$ cat src/rtl/emulib_dma_axi_writer_if.sv
// Bundle of the DMA writer's job-setup handshakes, payload stream and AXI4 write master channels.
// "master" is the writer's view; "slave" is the view of whatever sits around it.
interface emulib_dma_axi_writer_if #(
  parameter int ADDR_WIDTH  = 32,
  parameter int DATA_WIDTH  = 64,
  parameter int COUNT_WIDTH = 16
);
  logic                    s_write_addr_valid;
  logic                    s_write_addr_ready;
  logic [ADDR_WIDTH-1:0]   s_write_addr;
  logic                    s_write_count_valid;
  logic                    s_write_count_ready;
  logic [COUNT_WIDTH-1:0]  s_write_count;
  logic                    s_write_data_valid;
  logic                    s_write_data_ready;
  logic [DATA_WIDTH-1:0]   s_write_data;

  logic                    m_axi_awvalid;
  logic                    m_axi_awready;
  logic [ADDR_WIDTH-1:0]   m_axi_awaddr;
  logic [7:0]              m_axi_awlen;
  logic [2:0]              m_axi_awsize;
  logic [1:0]              m_axi_awburst;
  logic                    m_axi_awlock;
  logic [3:0]              m_axi_awcache;
  logic [2:0]              m_axi_awprot;
  logic [3:0]              m_axi_awqos;
  logic [3:0]              m_axi_awregion;
  logic                    m_axi_wvalid;
  logic                    m_axi_wready;
  logic [DATA_WIDTH-1:0]   m_axi_wdata;
  logic [DATA_WIDTH/8-1:0] m_axi_wstrb;
  logic                    m_axi_wlast;
  logic                    m_axi_bvalid;
  logic                    m_axi_bready;
  logic [1:0]              m_axi_bresp;

  modport master (
    input  s_write_addr_valid, s_write_addr, s_write_count_valid, s_write_count,
           s_write_data_valid, s_write_data,
           m_axi_awready, m_axi_wready, m_axi_bvalid, m_axi_bresp,
    output s_write_addr_ready, s_write_count_ready, s_write_data_ready,
           m_axi_awvalid, m_axi_awaddr, m_axi_awlen, m_axi_awsize, m_axi_awburst,
           m_axi_awlock, m_axi_awcache, m_axi_awprot, m_axi_awqos, m_axi_awregion,
           m_axi_wvalid, m_axi_wdata, m_axi_wstrb, m_axi_wlast, m_axi_bready
  );

  modport slave (
    output s_write_addr_valid, s_write_addr, s_write_count_valid, s_write_count,
           s_write_data_valid, s_write_data,
           m_axi_awready, m_axi_wready, m_axi_bvalid, m_axi_bresp,
    input  s_write_addr_ready, s_write_count_ready, s_write_data_ready,
           m_axi_awvalid, m_axi_awaddr, m_axi_awlen, m_axi_awsize, m_axi_awburst,
           m_axi_awlock, m_axi_awcache, m_axi_awprot, m_axi_awqos, m_axi_awregion,
           m_axi_wvalid, m_axi_wdata, m_axi_wstrb, m_axi_wlast, m_axi_bready
  );
endinterface

$ cat src/rtl/emulib_dma_axi_writer.sv
// Streams a job of COUNT 64-bit beats to memory as AXI4 INCR bursts, one burst in flight at a time,
// splitting on MAX_BURST and on 4 KiB page boundaries.
module emulib_dma_axi_writer #(
  parameter int ADDR_WIDTH  = 32,
  parameter int DATA_WIDTH  = 64,
  parameter int COUNT_WIDTH = 16,
  parameter int MAX_BURST   = 16
) (
  input  logic                           clk,
  input  logic                           rst,
  emulib_dma_axi_writer_if.master        bus,
  output logic                           w_idle,
  output logic                           w_err
);
  localparam int BEAT_W = 9;
  localparam logic [BEAT_W-1:0] ONE_BEAT = BEAT_W'(1);

  typedef enum logic [1:0] {S_IDLE, S_AW, S_W, S_B} state_e;

  state_e                 state_q, state_d;
  logic [ADDR_WIDTH-1:0]  addr_q, addr_d;
  logic [COUNT_WIDTH-1:0] remain_q, remain_d;
  logic                   addr_cap_q, addr_cap_d;
  logic                   count_cap_q, count_cap_d;
  logic [BEAT_W-1:0]      beats_q, beats_d;
  logic [BEAT_W-1:0]      beat_cnt_q, beat_cnt_d;
  logic                   awvalid_q, awvalid_d;
  logic                   err_q, err_d;

  logic                   addr_hs, count_hs, aw_hs, w_hs, b_hs;
  logic [BEAT_W-1:0]      last_idx;
  logic                   unused_addr_lsbs;

  // Beats in the next burst: bounded by what is left, the burst cap and the room to the 4 KiB page end.
  function automatic logic [BEAT_W-1:0] burst_beats(input logic [ADDR_WIDTH-1:0]  a,
                                                    input logic [COUNT_WIDTH-1:0] rem);
    logic [31:0] n;
    logic [31:0] page;
    page = (32'd4096 - {20'd0, a[11:0]}) >> 3;
    n    = 32'(MAX_BURST);
    if (page < n) n = page;
    if (32'(rem) < n) n = 32'(rem);
    return n[BEAT_W-1:0];
  endfunction

  assign addr_hs  = bus.s_write_addr_valid  && bus.s_write_addr_ready;
  assign count_hs = bus.s_write_count_valid && bus.s_write_count_ready;
  assign aw_hs    = bus.m_axi_awvalid && bus.m_axi_awready;
  assign w_hs     = bus.m_axi_wvalid  && bus.m_axi_wready;
  assign b_hs     = bus.m_axi_bvalid  && bus.m_axi_bready;
  assign last_idx = beats_q - ONE_BEAT;

  assign unused_addr_lsbs = ^bus.s_write_addr[2:0];

  assign bus.s_write_addr_ready  = (state_q == S_IDLE) && !addr_cap_q;
  assign bus.s_write_count_ready = (state_q == S_IDLE) && !count_cap_q;

  assign bus.m_axi_awvalid  = awvalid_q;
  assign bus.m_axi_awaddr   = addr_q;
  assign bus.m_axi_awlen    = last_idx[7:0];
  assign bus.m_axi_awsize   = 3'd3;
  assign bus.m_axi_awburst  = 2'b01;
  assign bus.m_axi_awlock   = 1'b0;
  assign bus.m_axi_awcache  = 4'd0;
  assign bus.m_axi_awprot   = 3'd0;
  assign bus.m_axi_awqos    = 4'd0;
  assign bus.m_axi_awregion = 4'd0;

  // The payload stream is wired straight onto W, but only while a burst's data phase is open.
  assign bus.m_axi_wvalid       = (state_q == S_W) && bus.s_write_data_valid;
  assign bus.s_write_data_ready = (state_q == S_W) && bus.m_axi_wready;
  assign bus.m_axi_wdata        = (state_q == S_W) ? bus.s_write_data : '0;
  assign bus.m_axi_wstrb        = {(DATA_WIDTH/8){1'b1}};
  assign bus.m_axi_wlast        = (state_q == S_W) && (beat_cnt_q == last_idx);
  assign bus.m_axi_bready       = (state_q == S_B);

  assign w_idle = (state_q == S_IDLE) && !addr_cap_q && !count_cap_q;
  assign w_err  = err_q;

  // NOTE: every *_d gets its hold value first, so no path through this block can infer a latch;
  // blocking assignments here also let the B branch reuse the freshly computed addr_d/remain_d.
  always_comb begin
    state_d     = state_q;
    addr_d      = addr_q;
    remain_d    = remain_q;
    addr_cap_d  = addr_cap_q;
    count_cap_d = count_cap_q;
    beats_d     = beats_q;
    beat_cnt_d  = beat_cnt_q;
    awvalid_d   = awvalid_q;
    err_d       = err_q;

    case (state_q)
      S_IDLE: begin
        if (addr_hs) begin
          addr_d     = {bus.s_write_addr[ADDR_WIDTH-1:3], 3'b000};
          addr_cap_d = 1'b1;
        end
        if (count_hs) begin
          remain_d    = bus.s_write_count;
          count_cap_d = 1'b1;
        end
        if (addr_cap_q && count_cap_q) begin
          addr_cap_d  = 1'b0;
          count_cap_d = 1'b0;
          if (remain_q != '0) begin
            state_d   = S_AW;
            awvalid_d = 1'b1;
            beats_d   = burst_beats(addr_q, remain_q);
          end
        end
      end

      S_AW: begin
        if (aw_hs) begin
          awvalid_d  = 1'b0;
          beat_cnt_d = '0;
          state_d    = S_W;
        end
      end

      S_W: begin
        if (w_hs) begin
          beat_cnt_d = beat_cnt_q + ONE_BEAT;
          if (bus.m_axi_wlast) state_d = S_B;
        end
      end

      S_B: begin
        if (b_hs) begin
          if (bus.m_axi_bresp != 2'b00) err_d = 1'b1;
          addr_d   = addr_q + ADDR_WIDTH'({beats_q, 3'b000});
          remain_d = remain_q - COUNT_WIDTH'(beats_q);
          if (remain_d != '0) begin
            state_d   = S_AW;
            awvalid_d = 1'b1;
            beats_d   = burst_beats(addr_d, remain_d);
          end else begin
            state_d = S_IDLE;
          end
        end
      end

      default: state_d = S_IDLE;
    endcase
  end

  // NOTE: state updates use non-blocking assignments so every flop samples the pre-edge values;
  // reset is synchronous and abandons any burst in flight without AXI clean-up.
  always_ff @(posedge clk) begin
    if (rst) begin
      state_q     <= S_IDLE;
      addr_q      <= '0;
      remain_q    <= '0;
      addr_cap_q  <= 1'b0;
      count_cap_q <= 1'b0;
      beats_q     <= '0;
      beat_cnt_q  <= '0;
      awvalid_q   <= 1'b0;
      err_q       <= 1'b0;
    end else begin
      state_q     <= state_d;
      addr_q      <= addr_d;
      remain_q    <= remain_d;
      addr_cap_q  <= addr_cap_d;
      count_cap_q <= count_cap_d;
      beats_q     <= beats_d;
      beat_cnt_q  <= beat_cnt_d;
      awvalid_q   <= awvalid_d;
      err_q       <= err_d;
    end
  end
endmodule
$ cat src/flat_wrapper.sv
// flat-port wrapper written by rule: the top's interface ports become plain ports
module emulib_dma_axi_writer_flat 
#(
  parameter int ADDR_WIDTH  = 32,
  parameter int DATA_WIDTH  = 64,
  parameter int COUNT_WIDTH = 16,
  parameter int MAX_BURST   = 16
)
  (clk, rst, w_idle, w_err, bus_s_write_addr_valid, bus_s_write_addr, bus_s_write_count_valid, bus_s_write_count, bus_s_write_data_valid, bus_s_write_data, bus_m_axi_awready, bus_m_axi_wready, bus_m_axi_bvalid, bus_m_axi_bresp, bus_s_write_addr_ready, bus_s_write_count_ready, bus_s_write_data_ready, bus_m_axi_awvalid, bus_m_axi_awaddr, bus_m_axi_awlen, bus_m_axi_awsize, bus_m_axi_awburst, bus_m_axi_awlock, bus_m_axi_awcache, bus_m_axi_awprot, bus_m_axi_awqos, bus_m_axi_awregion, bus_m_axi_wvalid, bus_m_axi_wdata, bus_m_axi_wstrb, bus_m_axi_wlast, bus_m_axi_bready);
  emulib_dma_axi_writer_if #(.ADDR_WIDTH(ADDR_WIDTH), .DATA_WIDTH(DATA_WIDTH), .COUNT_WIDTH(COUNT_WIDTH)) bus_i ();
  input  logic clk;
  input  logic rst;
  output logic w_idle;
  output logic w_err;
  input wire logic [$bits(bus_i.s_write_addr_valid)-1:0] bus_s_write_addr_valid;
  input wire logic [$bits(bus_i.s_write_addr)-1:0] bus_s_write_addr;
  input wire logic [$bits(bus_i.s_write_count_valid)-1:0] bus_s_write_count_valid;
  input wire logic [$bits(bus_i.s_write_count)-1:0] bus_s_write_count;
  input wire logic [$bits(bus_i.s_write_data_valid)-1:0] bus_s_write_data_valid;
  input wire logic [$bits(bus_i.s_write_data)-1:0] bus_s_write_data;
  input wire logic [$bits(bus_i.m_axi_awready)-1:0] bus_m_axi_awready;
  input wire logic [$bits(bus_i.m_axi_wready)-1:0] bus_m_axi_wready;
  input wire logic [$bits(bus_i.m_axi_bvalid)-1:0] bus_m_axi_bvalid;
  input wire logic [$bits(bus_i.m_axi_bresp)-1:0] bus_m_axi_bresp;
  output wire logic [$bits(bus_i.s_write_addr_ready)-1:0] bus_s_write_addr_ready;
  output wire logic [$bits(bus_i.s_write_count_ready)-1:0] bus_s_write_count_ready;
  output wire logic [$bits(bus_i.s_write_data_ready)-1:0] bus_s_write_data_ready;
  output wire logic [$bits(bus_i.m_axi_awvalid)-1:0] bus_m_axi_awvalid;
  output wire logic [$bits(bus_i.m_axi_awaddr)-1:0] bus_m_axi_awaddr;
  output wire logic [$bits(bus_i.m_axi_awlen)-1:0] bus_m_axi_awlen;
  output wire logic [$bits(bus_i.m_axi_awsize)-1:0] bus_m_axi_awsize;
  output wire logic [$bits(bus_i.m_axi_awburst)-1:0] bus_m_axi_awburst;
  output wire logic [$bits(bus_i.m_axi_awlock)-1:0] bus_m_axi_awlock;
  output wire logic [$bits(bus_i.m_axi_awcache)-1:0] bus_m_axi_awcache;
  output wire logic [$bits(bus_i.m_axi_awprot)-1:0] bus_m_axi_awprot;
  output wire logic [$bits(bus_i.m_axi_awqos)-1:0] bus_m_axi_awqos;
  output wire logic [$bits(bus_i.m_axi_awregion)-1:0] bus_m_axi_awregion;
  output wire logic [$bits(bus_i.m_axi_wvalid)-1:0] bus_m_axi_wvalid;
  output wire logic [$bits(bus_i.m_axi_wdata)-1:0] bus_m_axi_wdata;
  output wire logic [$bits(bus_i.m_axi_wstrb)-1:0] bus_m_axi_wstrb;
  output wire logic [$bits(bus_i.m_axi_wlast)-1:0] bus_m_axi_wlast;
  output wire logic [$bits(bus_i.m_axi_bready)-1:0] bus_m_axi_bready;
  assign bus_i.s_write_addr_valid = bus_s_write_addr_valid;
  assign bus_i.s_write_addr = bus_s_write_addr;
  assign bus_i.s_write_count_valid = bus_s_write_count_valid;
  assign bus_i.s_write_count = bus_s_write_count;
  assign bus_i.s_write_data_valid = bus_s_write_data_valid;
  assign bus_i.s_write_data = bus_s_write_data;
  assign bus_i.m_axi_awready = bus_m_axi_awready;
  assign bus_i.m_axi_wready = bus_m_axi_wready;
  assign bus_i.m_axi_bvalid = bus_m_axi_bvalid;
  assign bus_i.m_axi_bresp = bus_m_axi_bresp;
  assign bus_s_write_addr_ready = bus_i.s_write_addr_ready;
  assign bus_s_write_count_ready = bus_i.s_write_count_ready;
  assign bus_s_write_data_ready = bus_i.s_write_data_ready;
  assign bus_m_axi_awvalid = bus_i.m_axi_awvalid;
  assign bus_m_axi_awaddr = bus_i.m_axi_awaddr;
  assign bus_m_axi_awlen = bus_i.m_axi_awlen;
  assign bus_m_axi_awsize = bus_i.m_axi_awsize;
  assign bus_m_axi_awburst = bus_i.m_axi_awburst;
  assign bus_m_axi_awlock = bus_i.m_axi_awlock;
  assign bus_m_axi_awcache = bus_i.m_axi_awcache;
  assign bus_m_axi_awprot = bus_i.m_axi_awprot;
  assign bus_m_axi_awqos = bus_i.m_axi_awqos;
  assign bus_m_axi_awregion = bus_i.m_axi_awregion;
  assign bus_m_axi_wvalid = bus_i.m_axi_wvalid;
  assign bus_m_axi_wdata = bus_i.m_axi_wdata;
  assign bus_m_axi_wstrb = bus_i.m_axi_wstrb;
  assign bus_m_axi_wlast = bus_i.m_axi_wlast;
  assign bus_m_axi_bready = bus_i.m_axi_bready;
  emulib_dma_axi_writer #(.ADDR_WIDTH(ADDR_WIDTH), .DATA_WIDTH(DATA_WIDTH), .COUNT_WIDTH(COUNT_WIDTH), .MAX_BURST(MAX_BURST)) u_core (.clk(clk), .rst(rst), .bus(bus_i), .w_idle(w_idle), .w_err(w_err));
endmodule
$ cat config.mk
export PLATFORM = sky130hd
export DESIGN_NAME = emulib_dma_axi_writer_flat
export DESIGN_NICKNAME = d
export VERILOG_FILES = /design/src/rtl/emulib_dma_axi_writer_if.sv /design/src/rtl/emulib_dma_axi_writer.sv /design/src/flat_wrapper.sv
export SDC_FILE = /design/constraint.sdc
export NUM_CORES = 1
export LEC_CHECK = 0
export ABC_AREA = 0
export BUFFER_PORTS_ARGS = -buffer_cell sky130_fd_sc_hd__buf_2
export CAP_MARGIN = 40
export CORE_MARGIN = 2
export CORE_UTILIZATION = 45
export DETAILED_ROUTE_END_ITERATION = 10
export HOLD_SLACK_MARGIN = 0.02
export PLACE_DENSITY = 0.86
export SYNTH_ARGS = -nofsm -noshare
export SYNTH_HDL_FRONTEND = slang
export SYNTH_SLANG_ARGS = --single-unit
$ cat constraint.sdc
create_clock -name clk -period 4.3 [get_ports clk]
set_clock_uncertainty 0.15 [all_clocks]
set_input_delay 0 -clock clk [delete_from_list [all_inputs] [get_ports clk]]
set_output_delay 0 -clock clk [all_outputs]
set_load 0.01 [all_outputs]
==> results.json, run 1 <==
{
  "outcome": "finished with violations",
  "failed_checks": "setup timing",
  "place_inst": 1231,
  "first_iter_violations": 454,
  "route.detailed.drc": 0,
  "synth_area_leaders": "sky130_fd_sc_hd__dfxtp_1, sky130_fd_sc_hd__ha_1, sky130_fd_sc_hd__and2_1, sky130_fd_sc_hd__a211oi_1, sky130_fd_sc_hd__a21oi_1",
  "p_sw_share_pct": 49.3,
  "layout_worst_path_cycle_share_pct": 101,
  "detail_route.wirelength_mm": 23.6,
  "die_footprint_um2": 15200,
  "worst_skew_pair.late_latency_ns": 0.34,
  "report.final.setup_viol": 5,
  "drt_pass_1_iters": 5,
  "layout.filler_cells": 1203,
  "cp_launch_type": "register",
  "place_worst_setup_slack_ns": -0.0734,
  "clock-root-buffer": "sky130_fd_sc_hd__clkbuf_16",
  "tritoncts": "built",
  "final_hold_viol_count": 0,
  "post_layout_nonfiller_instances": 1303,
  "worstMarginPinSlew_ns": 0.881,
  "timing.final.max_slew_violations": 0,
  "floorplan.core_area_um2": 13900,
  "yosys.area.top_type_share_pct": 21.6,
  "grt_max_degree": 80,
  "fin_ws_ns": -0.0616,
  "cts_sinks": 69,
  "crit-reg2reg-launch": "u_core.bus.m_axi_awaddr[3]",
  "min_path_type": "in2reg",
  "vias_in_the_first_global_route": 6805,
  "final_util_pct": 62.1,
  "clkTransAtPathRegs_ns": 0.06,
  "syn-mean-instance-area_um2": 7.70,
  "p_seq_share_pct": 20.7,
  "synth-seq-cells": 69,
  "grt_pass1_wl_mm": 35.1,
  "drive_above_1_share_pct": 29.1,
  "grt_remaining_overflow": 0,
  "cts_htree_levels": 3,
  "crit_start": "u_core.bus.m_axi_awaddr[3]",
  "post_synth_edffs": 0,
  "detailroute.via_count": 7320,
  "rsz0062_at_grt": "true",
  "total_leakage_power_uw": 0.00391,
  "net_count_final": 1286,
  "placement_rows": 43,
  "worst-path-max-fanout": 5,
  "ant_nets": 0,
  "y_dimension_of_the_die_um": 123,
  "floorplan.die.width_um": 123,
  "yosysUniqueCellTypes": 76,
  "mappedNetlistArea_um2": 6400,
  "final_area_um2": 8610,
  "yosysSeqAreaShare_pct": 21.6,
  "timing.hold.worst.start": "rst",
  "postPlaceCellArea_um2": 7750,
  "synth_top_flop_cell": "sky130_fd_sc_hd__dfxtp_1",
  "final_cell_mix": "sky130_fd_sc_hd__buf_2, sky130_fd_sc_hd__nor2_1, sky130_fd_sc_hd__and2_1",
  "max_freq_ghz": 0.229,
  "worst_ir_drop_vdd_v": 0.000539,
  "track_usage_pct": 29.9,
  "cp_common_cell": "sky130_fd_sc_hd__buf_4",
  "cts_buffer_depth": 2,
  "place.gp.congestion": 1.03,
  "i_o_pin_count": 264,
  "worstPathCellList": "ha_4 -> inv_2 -> fa_1 -> ha_2 -> nand2_1 -> or4_4 -> o21ai_2 -> buf_4 -> nand2b_1 -> a211oi_2 -> buf_4 -> buf_4 -> ha_1 -> a211oi_1 -> o22ai_1 -> o21ai_1 -> nand2b_1 -> nor3_4 -> buf_6 -> mux2_4 -> o221ai_2",
  "combPwrFrac_pct": 66.4,
  "area.sequential_um2": 1390,
  "grt_antenna_before_repair": 3,
  "timing.critical_path.slowest_cell_delay_ns": 0.54,
  "numCtsBuffers": 9,
  "end_kind": "register",
  "timing.critical_path.arrival_ns": 4.47,
  "power.switching_uw": 2660,
  "crit_type": "reg2reg",
  "synth-warning-count": 0,
  "area_growth_syn_to_layout_pct": 34.7,
  "synth_async_sr_flop_share_pct": 0,
  "drt-vias-per-instance": 5.62,
  "number_of_violations_of_the_max_capacitance_limit": 0,
  "cellInternalPower_uw": 2740,
  "worstPathRequired_ns": 4.41,
  "fin_crit_ns": 4.36,
  "port_buffers": 228,
  "multi_input_comb_area_um2": 4710,
  "final_common_cell": "sky130_fd_sc_hd__buf_2",
  "hpwlAfterDp_mm": 17.6,
  "synth_cells": 831,
  "holdWs_ns": 0.0497,
  "cp_max_delay_cell": "sky130_fd_sc_hd__fa_1",
  "p_per_area_nw_per_um2": 627,
  "synth_top_cell_by_area": "sky130_fd_sc_hd__dfxtp_1",
  "max_slew_margin_pct": 41.3,
  "clk_pwr_share_pct": 12.9,
  "route.detailed.wl_per_inst_um": 18.1,
  "floorplan.initialDensity_pct": 46.1
}
[power groups by stage]
stage	clock [uW]	sequential (uW)	combinational, uW
finish	696	1120	3590
global route	729	1150	3940
CTS	701	1110	3440
detailed placement	0	1120	3380
global placement	0	1110	3310
floorplan	0	1090	2380
[worst paths after layout]
| path | end | slack (ns) | cells after the start |
|---|---|---|---|
| worst max register to register | u_core.beats_q[1] | -0.06 | 21 |
| worst max-delay path | u_core.beats_q[1] | -0.06 | 21 |
| worst min-delay path | u_core.bus.m_axi_awaddr[13] | 0.05 | 2 |
| worst min register to register | u_core.w_err | 0.31 | 2 |
[cell type report]
cell class	instances	area share, %
diodes	1	0.0290
clock buffers	10	2.66
clock inverters	6	0.450
inverters	35	1.53
multi-input cells	692	54.6
flip-flops and latches	69	16.2
well taps	180	2.61
repair buffers	310	21.9
[Yosys cell counts (all sizes together) (12+ instances only)]
library cell  count
o22ai            15
mux2i            15
o211ai           15
nor3             12
nand2            61
ha               45
buf              36
nor2             70
inv              35
o21ai            42
and2             68
dfxtp            69
a21oi            54
xnor2            19
nand3            22
clkbuf           38
xor2             19
a211oi           44
[per-layer routing]
| metal | wire length [um] | global-route usage (%) | share of wire, % |
|---|---|---|---|
| met4 | 571 | 8.74 | 2.4 |
| met5 | 0 | 0 | 0 |
| met1 | 9140 | 34.1 | 39 |
| met2 | 12200 | 55.8 | 52 |
| met3 | 1740 | 6.18 | 7.4 |
[flip-flops by register name, summed over array words and instances, names as in the netlist]
register / count
u_core.bus.m_axi_awaddr: 29
u_core.remain_q: 16
u_core.beat_cnt_q: 9
u_core.beats_q: 9
u_core.state_q: 2
u_core.addr_cap_q: 1
u_core.bus.m_axi_awvalid: 1
u_core.count_cap_q: 1
u_core.w_err: 1
[timing repair]
item                                    4_1_cts  5_1_grt
hold buffers                                 50        0
setup buffers                                 1        4
endpoints found under the hold margin        49        0
resized for setup                             1       12
pin swaps                                     5        7
endpoints found under the setup margin        5        9
[through the flow]
step	total power (uW)	setup TNS, ns
2_1_floorplan	3470	-0.112
3_3_place_gp	4420	0
3_5_place_dp	4500	-0.249
4_1_cts	5250	0
5_1_grt	5820	-1.97
6_report	5400	-0.199
[kinds of logic (layout without fill, tap and decap cells)]
family,count (synthesis),after routing,share of synthesized area (%)
xor+xnor,39,39,5.56
other cells,2,42,0.117
fa+ha+maj,47,47,9.43
compound gates,231,231,25.1
buf+inv,109,361,8.51
mux,19,19,3.05
simple gates,315,315,26.7
flops,69,69,21.6
[worst max-delay path, delay by kind of cell, from the launching register on]
kind | cells | cell delay [ns]
compound gates | 6 | 0.85
fa+ha+maj | 4 | 1.04
buf+inv | 5 | 0.59
flops | 1 | 0.36
mux | 1 | 0.30
simple gates | 5 | 0.98
Power figures use the tool's default switching activity.
==> run 2: changes to the inputs <==
Settings changed: SETUP_SLACK_MARGIN set to 0.1.
==> run 2 against run 1 <==
The flow still finishes with violations (setup timing); highest routed layer unchanged; final area is 2.6% higher; largest cell class unchanged; total power is 6.0% higher; combinational power is 3% higher; core utilization is 1.6 points higher.
==> results.json, run 2 (synthesized netlist as in run 1, its figures left out) <==
{
  "outcome": "finished with violations",
  "failed_checks": "setup timing",
  "die_footprint_um2": 15200,
  "grt_max_degree": 75,
  "drive_above_1_share_pct": 29.5,
  "numCtsBuffers": 9,
  "ant_nets": 0,
  "place.gp.congestion": 0.945,
  "holdWs_ns": 0.0304,
  "route.detailed.drc": 0,
  "grt_pass1_wl_mm": 35.8,
  "track_usage_pct": 30.5,
  "max_slew_margin_pct": 40.8,
  "place_inst": 1229,
  "end_kind": "register",
  "p_per_area_nw_per_um2": 648,
  "worst-path-max-fanout": 5,
  "worstPathRequired_ns": 4.42,
  "drt_pass_1_iters": 5,
  "cts_htree_levels": 3,
  "route.detailed.wl_per_inst_um": 18.2,
  "first_iter_violations": 561,
  "total_leakage_power_uw": 0.00402,
  "drt-vias-per-instance": 5.68,
  "floorplan.initialDensity_pct": 46.1,
  "placement_rows": 43,
  "min_path_type": "in2reg",
  "timing.critical_path.arrival_ns": 4.45,
  "floorplan.die.width_um": 123,
  "fin_crit_ns": 4.34,
  "worst_ir_drop_vdd_v": 0.000360,
  "detail_route.wirelength_mm": 23.8,
  "grt_antenna_before_repair": 3,
  "fin_ws_ns": -0.0351,
  "crit_type": "reg2reg",
  "place_worst_setup_slack_ns": -0.111,
  "worstMarginPinSlew_ns": 0.886,
  "grt_remaining_overflow": 0,
  "final_cell_mix": "sky130_fd_sc_hd__buf_2, sky130_fd_sc_hd__nor2_1, sky130_fd_sc_hd__and2_1",
  "floorplan.core_area_um2": 13900,
  "setup-tns-final_ns": -0.0787,
  "timing.final.max_slew_violations": 0,
  "detailroute.via_count": 7449,
  "clock-root-buffer": "sky130_fd_sc_hd__clkbuf_16",
  "y_dimension_of_the_die_um": 123,
  "final_hold_viol_count": 0,
  "cts_buffer_depth": 2,
  "report.final.setup_viol": 6,
  "largest_reg_flops": 29,
  "tritoncts": "built",
  "net_count_final": 1293,
  "hpwlAfterDp_mm": 17.4,
  "final_common_cell": "sky130_fd_sc_hd__buf_2",
  "max_freq_ghz": 0.231,
  "layout_worst_path_cycle_share_pct": 101,
  "rsz0062_at_grt": "true",
  "number_of_violations_of_the_max_capacitance_limit": 0,
  "port_buffers": 228,
  "vias_in_the_first_global_route": 6869,
  "cts_sinks": 69,
  "post_layout_nonfiller_instances": 1312,
  "cp_launch_type": "register",
  "report.power.total_uw": 5730,
  "area_growth_syn_to_layout_pct": 38.2,
  "i_o_pin_count": 264,
  "clkTransAtPathRegs_ns": 0.06,
  "worst_skew_pair.late_latency_ns": 0.35
}
[run 2: cell types whose count changed in the layout (fill, tap and decap cells not counted), sizes merged]
cell	before	now
dlygate4sd3	50	57
bufinv	0	3
clkinv	3	0
diode	1	3
clkbuf	10	11
inv	36	35
[run 2: per-layer routing]
metal	global-route usage [%]	up-vias	share of wire (%)
met5	0	-	0
met4	14.0	0	3.3
met3	8.21	69	9.4
met2	52.9	430	50
met1	34.7	3435	38
li1	-	3515	-
[run 2: power by group]
group	internal, uW	leakage (uW)	switching (uW)
registers	841	0.000570	283
clock network	602	0.000167	311
logic	1560	0.00328	2140
total	3000	0.00402	2730
[run 2: worst paths after layout]
path | from | endpoint | slack [ns] | cells after the start
hold / removal | rst | u_core.bus.m_axi_awaddr[25] | 0.03 | 2
hold reg to reg | u_core.w_err | u_core.w_err | 0.31 | 2
setup reg to reg | u_core.beats_q[0] | u_core.beats_q[1] | -0.04 | 19
setup / recovery | u_core.beats_q[0] | u_core.beats_q[1] | -0.04 | 19
[run 2: what timing repair did]
action / 4_1_cts / 5_1_grt
hold buffers: 57 / 0
gates cloned: 0 / 0
setup endpoints to repair: 9 / 9
setup buffers: 4 / 3
pin swaps: 6 / 16
hold endpoints to repair: 49 / 0
resized for setup: 6 / 16
[run 2: layout make-up]
type	count	area, um2
Clock buffer	11	254
Clock inverter	5	105
Sequential cell	69	1390
Inverter	35	131
Antenna cell	3	7.51
Fill cell	1156	5040
Timing Repair Buffer	317	1960
Tap cell	180	225
Multi-Input combinational cell	692	4760
[run 2: per-stage QoR]
step	cell area [um2]	util, %
after floorplan	6580	-
final	8840	63.7
after global routing	8840	63.7
after global placement	7740	55.7
after detailed placement	7740	55.7
after CTS	8730	62.9
[run 2: critical path, cell delays in order, from the launching register on]
cell	delay, ns
sky130_fd_sc_hd__dfxtp_4	0.35
sky130_fd_sc_hd__ha_4	0.14
sky130_fd_sc_hd__inv_2	0.04
sky130_fd_sc_hd__fa_2	0.61
sky130_fd_sc_hd__ha_4	0.14
sky130_fd_sc_hd__nand2_1	0.04
sky130_fd_sc_hd__or4_4	0.41
sky130_fd_sc_hd__o21ai_2	0.08
sky130_fd_sc_hd__nand3b_1	0.12
sky130_fd_sc_hd__a211oi_2	0.32
sky130_fd_sc_hd__buf_4	0.19
sky130_fd_sc_hd__nand2_1	0.10
sky130_fd_sc_hd__ha_4	0.29
sky130_fd_sc_hd__nand4_1	0.10
sky130_fd_sc_hd__nor2_1	0.15
sky130_fd_sc_hd__o41a_1	0.34
sky130_fd_sc_hd__nor3_4	0.08
sky130_fd_sc_hd__buf_6	0.15
sky130_fd_sc_hd__mux2_4	0.30
sky130_fd_sc_hd__o221ai_2	0.16
==> run 3: changes to the inputs <==
Settings changed: CAP_MARGIN 40 to 10, CORE_MARGIN 2 to 1, CORE_UTILIZATION 45 to 50, PLACE_DENSITY 0.86 to 0.9.
Clock period 4.3 ns to 4.75 ns, I/O delays scaled along.
==> run 3 against run 2 <==
The flow now finishes without violations; routed wire length is 3.0% higher; clock power is 16% lower; worst setup slack better by 0.35 ns; non-clock buffer count is 25 lower; sequential share of layout area is 0.59 points higher; worst hold slack better by 0.11 ns; count of clock-buffer cells in the layout stayed put; fmax is 2.3% lower; global-route usage is 6.4 points higher; critical endpoint is now u_core.beats_q[3]; largest cell class unchanged; highest routed layer unchanged.
==> results.json, run 3 (synthesized netlist as in run 1, its figures left out) <==
{
  "floorplan.initialDensity_pct": 52.2,
  "floorplan.die.width_um": 115,
  "worstMarginPinSlew_ns": 0.920,
  "timing.critical_path.arrival_ns": 4.54,
  "i_o_pin_count": 264,
  "rsz0062_at_grt": "true",
  "grt_remaining_overflow": 0,
  "post_layout_nonfiller_instances": 1275,
  "end_kind": "register",
  "place_inst": 1202,
  "grt_pass1_wl_mm": 37.1,
  "number_of_violations_of_the_max_capacitance_limit": 0,
  "crit_type": "reg2reg",
  "net_count_final": 1268,
  "route.detailed.drc": 0,
  "clkTransAtPathRegs_ns": 0.05,
  "max_freq_ghz": 0.225,
  "placement_rows": 40,
  "track_usage_pct": 36.8,
  "p_per_area_nw_per_um2": 582,
  "final_util_pct": 69.0,
  "detailroute.via_count": 7453,
  "drive_above_1_share_pct": 26.8,
  "place_worst_setup_slack_ns": 0.342,
  "topRoutingLayerUsed": "met4",
  "outcome": "finished, final reports clean",
  "route.detailed.wl_per_inst_um": 19.3,
  "final_cell_mix": "sky130_fd_sc_hd__buf_2, sky130_fd_sc_hd__nor2_1, sky130_fd_sc_hd__and2_1, sky130_fd_sc_hd__dfxtp_1, sky130_fd_sc_hd__nand2_1",
  "min_path_type": "in2out",
  "detail_route.wirelength_mm": 24.6,
  "cts_htree_levels": 3,
  "area.sequential_um2": 1380,
  "worstPathRequired_ns": 4.85,
  "final_hold_viol_count": 0,
  "die_footprint_um2": 13200,
  "multi_input_comb_area_um2": 4650,
  "dr_wl_met2_mm": 11.7,
  "wl_met3_mm": 2.12,
  "setup-tns-final_ns": 0,
  "max_slew_margin_pct": 38.7,
  "report.final.setup_viol": 0,
  "first_iter_violations": 729,
  "layout_worst_path_cycle_share_pct": 93.4,
  "drt-vias-per-instance": 5.85,
  "fin_crit_ns": 4.44,
  "cts_sinks": 69,
  "floorplan.core_area_um2": 12300,
  "largest_reg_flops": 29,
  "numCtsBuffers": 9,
  "met1_length_mm": 9.54,
  "clock-root-buffer": "sky130_fd_sc_hd__clkbuf_16",
  "ant_nets": 0,
  "timing.final.max_slew_violations": 0,
  "port_buffers": 228,
  "y_dimension_of_the_die_um": 115,
  "hpwlAfterDp_mm": 17.9,
  "cts_buffer_depth": 2,
  "vias_in_the_first_global_route": 6811,
  "fin_ws_ns": 0.315,
  "drt_pass_1_iters": 5,
  "worst_skew_pair.late_latency_ns": 0.34,
  "area_growth_syn_to_layout_pct": 32.3,
  "final_common_cell": "sky130_fd_sc_hd__buf_2",
  "tritoncts": "built",
  "layout.filler_cells": 952,
  "worst_ir_drop_vdd_v": 0.000287,
  "cp_launch_type": "register",
  "grt_antenna_before_repair": 2,
  "total_leakage_power_uw": 0.00385,
  "place.gp.congestion": 0.928,
  "worst-path-max-fanout": 5,
  "grt_max_degree": 79
}
[run 3: metrics by stage]
stage	hold slack [ns]	total power (uW)	area, um2
6_report	0.137	4920	8460
5_1_grt	0.160	5260	8460
4_1_cts	0.139	4780	8410
3_5_place_dp	0.140	3960	7570
3_3_place_gp	0.141	3890	7570
2_1_floorplan	-0.000230	3130	6540
[run 3: layout make-up]
| class | count | share of cell area (%) |
|---|---|---|
| Antenna cell | 3 | 0.0887 |
| Clock buffer | 11 | 2.99 |
| Clock inverter | 5 | 0.976 |
| Inverter | 35 | 1.55 |
| Multi-Input combinational cell | 692 | 54.9 |
| Sequential cell | 69 | 16.3 |
| Tap cell | 168 | 2.48 |
| Timing Repair Buffer | 292 | 20.6 |
[run 3: critical path, cell delays in order (launching register included)]
cell and delay [ns]:
sky130_fd_sc_hd__dfxtp_1 0.34, sky130_fd_sc_hd__ha_2 0.20, sky130_fd_sc_hd__inv_1 0.06, sky130_fd_sc_hd__fa_1 0.57, sky130_fd_sc_hd__ha_1 0.18, sky130_fd_sc_hd__nand2_1 0.05, sky130_fd_sc_hd__or4_1 0.42, sky130_fd_sc_hd__o21ai_2 0.11
sky130_fd_sc_hd__nand3b_1 0.12, sky130_fd_sc_hd__a211oi_2 0.23, sky130_fd_sc_hd__nand2_1 0.12, sky130_fd_sc_hd__ha_1 0.32, sky130_fd_sc_hd__a21o_1 0.18, sky130_fd_sc_hd__a21oi_1 0.13, sky130_fd_sc_hd__o22ai_1 0.09, sky130_fd_sc_hd__o21ai_1 0.12
sky130_fd_sc_hd__nand2b_1 0.12, sky130_fd_sc_hd__nor3_4 0.31, sky130_fd_sc_hd__mux2_2 0.39, sky130_fd_sc_hd__o221ai_2 0.16
[run 3: metal layers]
layer / track usage, % / vias to the layer above
met1: 43.8 / 3422
met2: 62.3 / 476
met4: 19.3 / 0
met3: 7.96 / 73
met5: 0 / -
li1: - / 3482
[run 3: worst paths after layout]
| check | from | end | slack [ns] | cells after the start |
|---|---|---|---|---|
| max reg2reg | u_core.bus.m_axi_awaddr[3] | u_core.beats_q[3] | 0.31 | 19 |
| min reg2reg | u_core.bus.m_axi_awaddr[31] | u_core.bus.m_axi_awaddr[31] | 0.33 | 2 |
| min | bus_s_write_data[56] | bus_m_axi_wdata[56] | 0.14 | 3 |
| max | u_core.bus.m_axi_awaddr[3] | u_core.beats_q[3] | 0.31 | 19 |
[run 3: repair_timing]
| action | 4_1_cts | 5_1_grt |
|---|---|---|
| buffers inserted | 0 | 4 |
| resized for setup | 0 | 7 |
| hold endpoints to repair | 49 | 0 |
| hold buffers | 50 | 0 |
| setup endpoints to repair | 0 | 9 |
[run 3: power breakdown]
group	internal (uW)	leakage [uW]	switching (uW)
Clock	490	0.000166	278
Sequential	760	0.000568	266
Combinational	1270	0.00311	1860
Total	2520	0.00385	2410
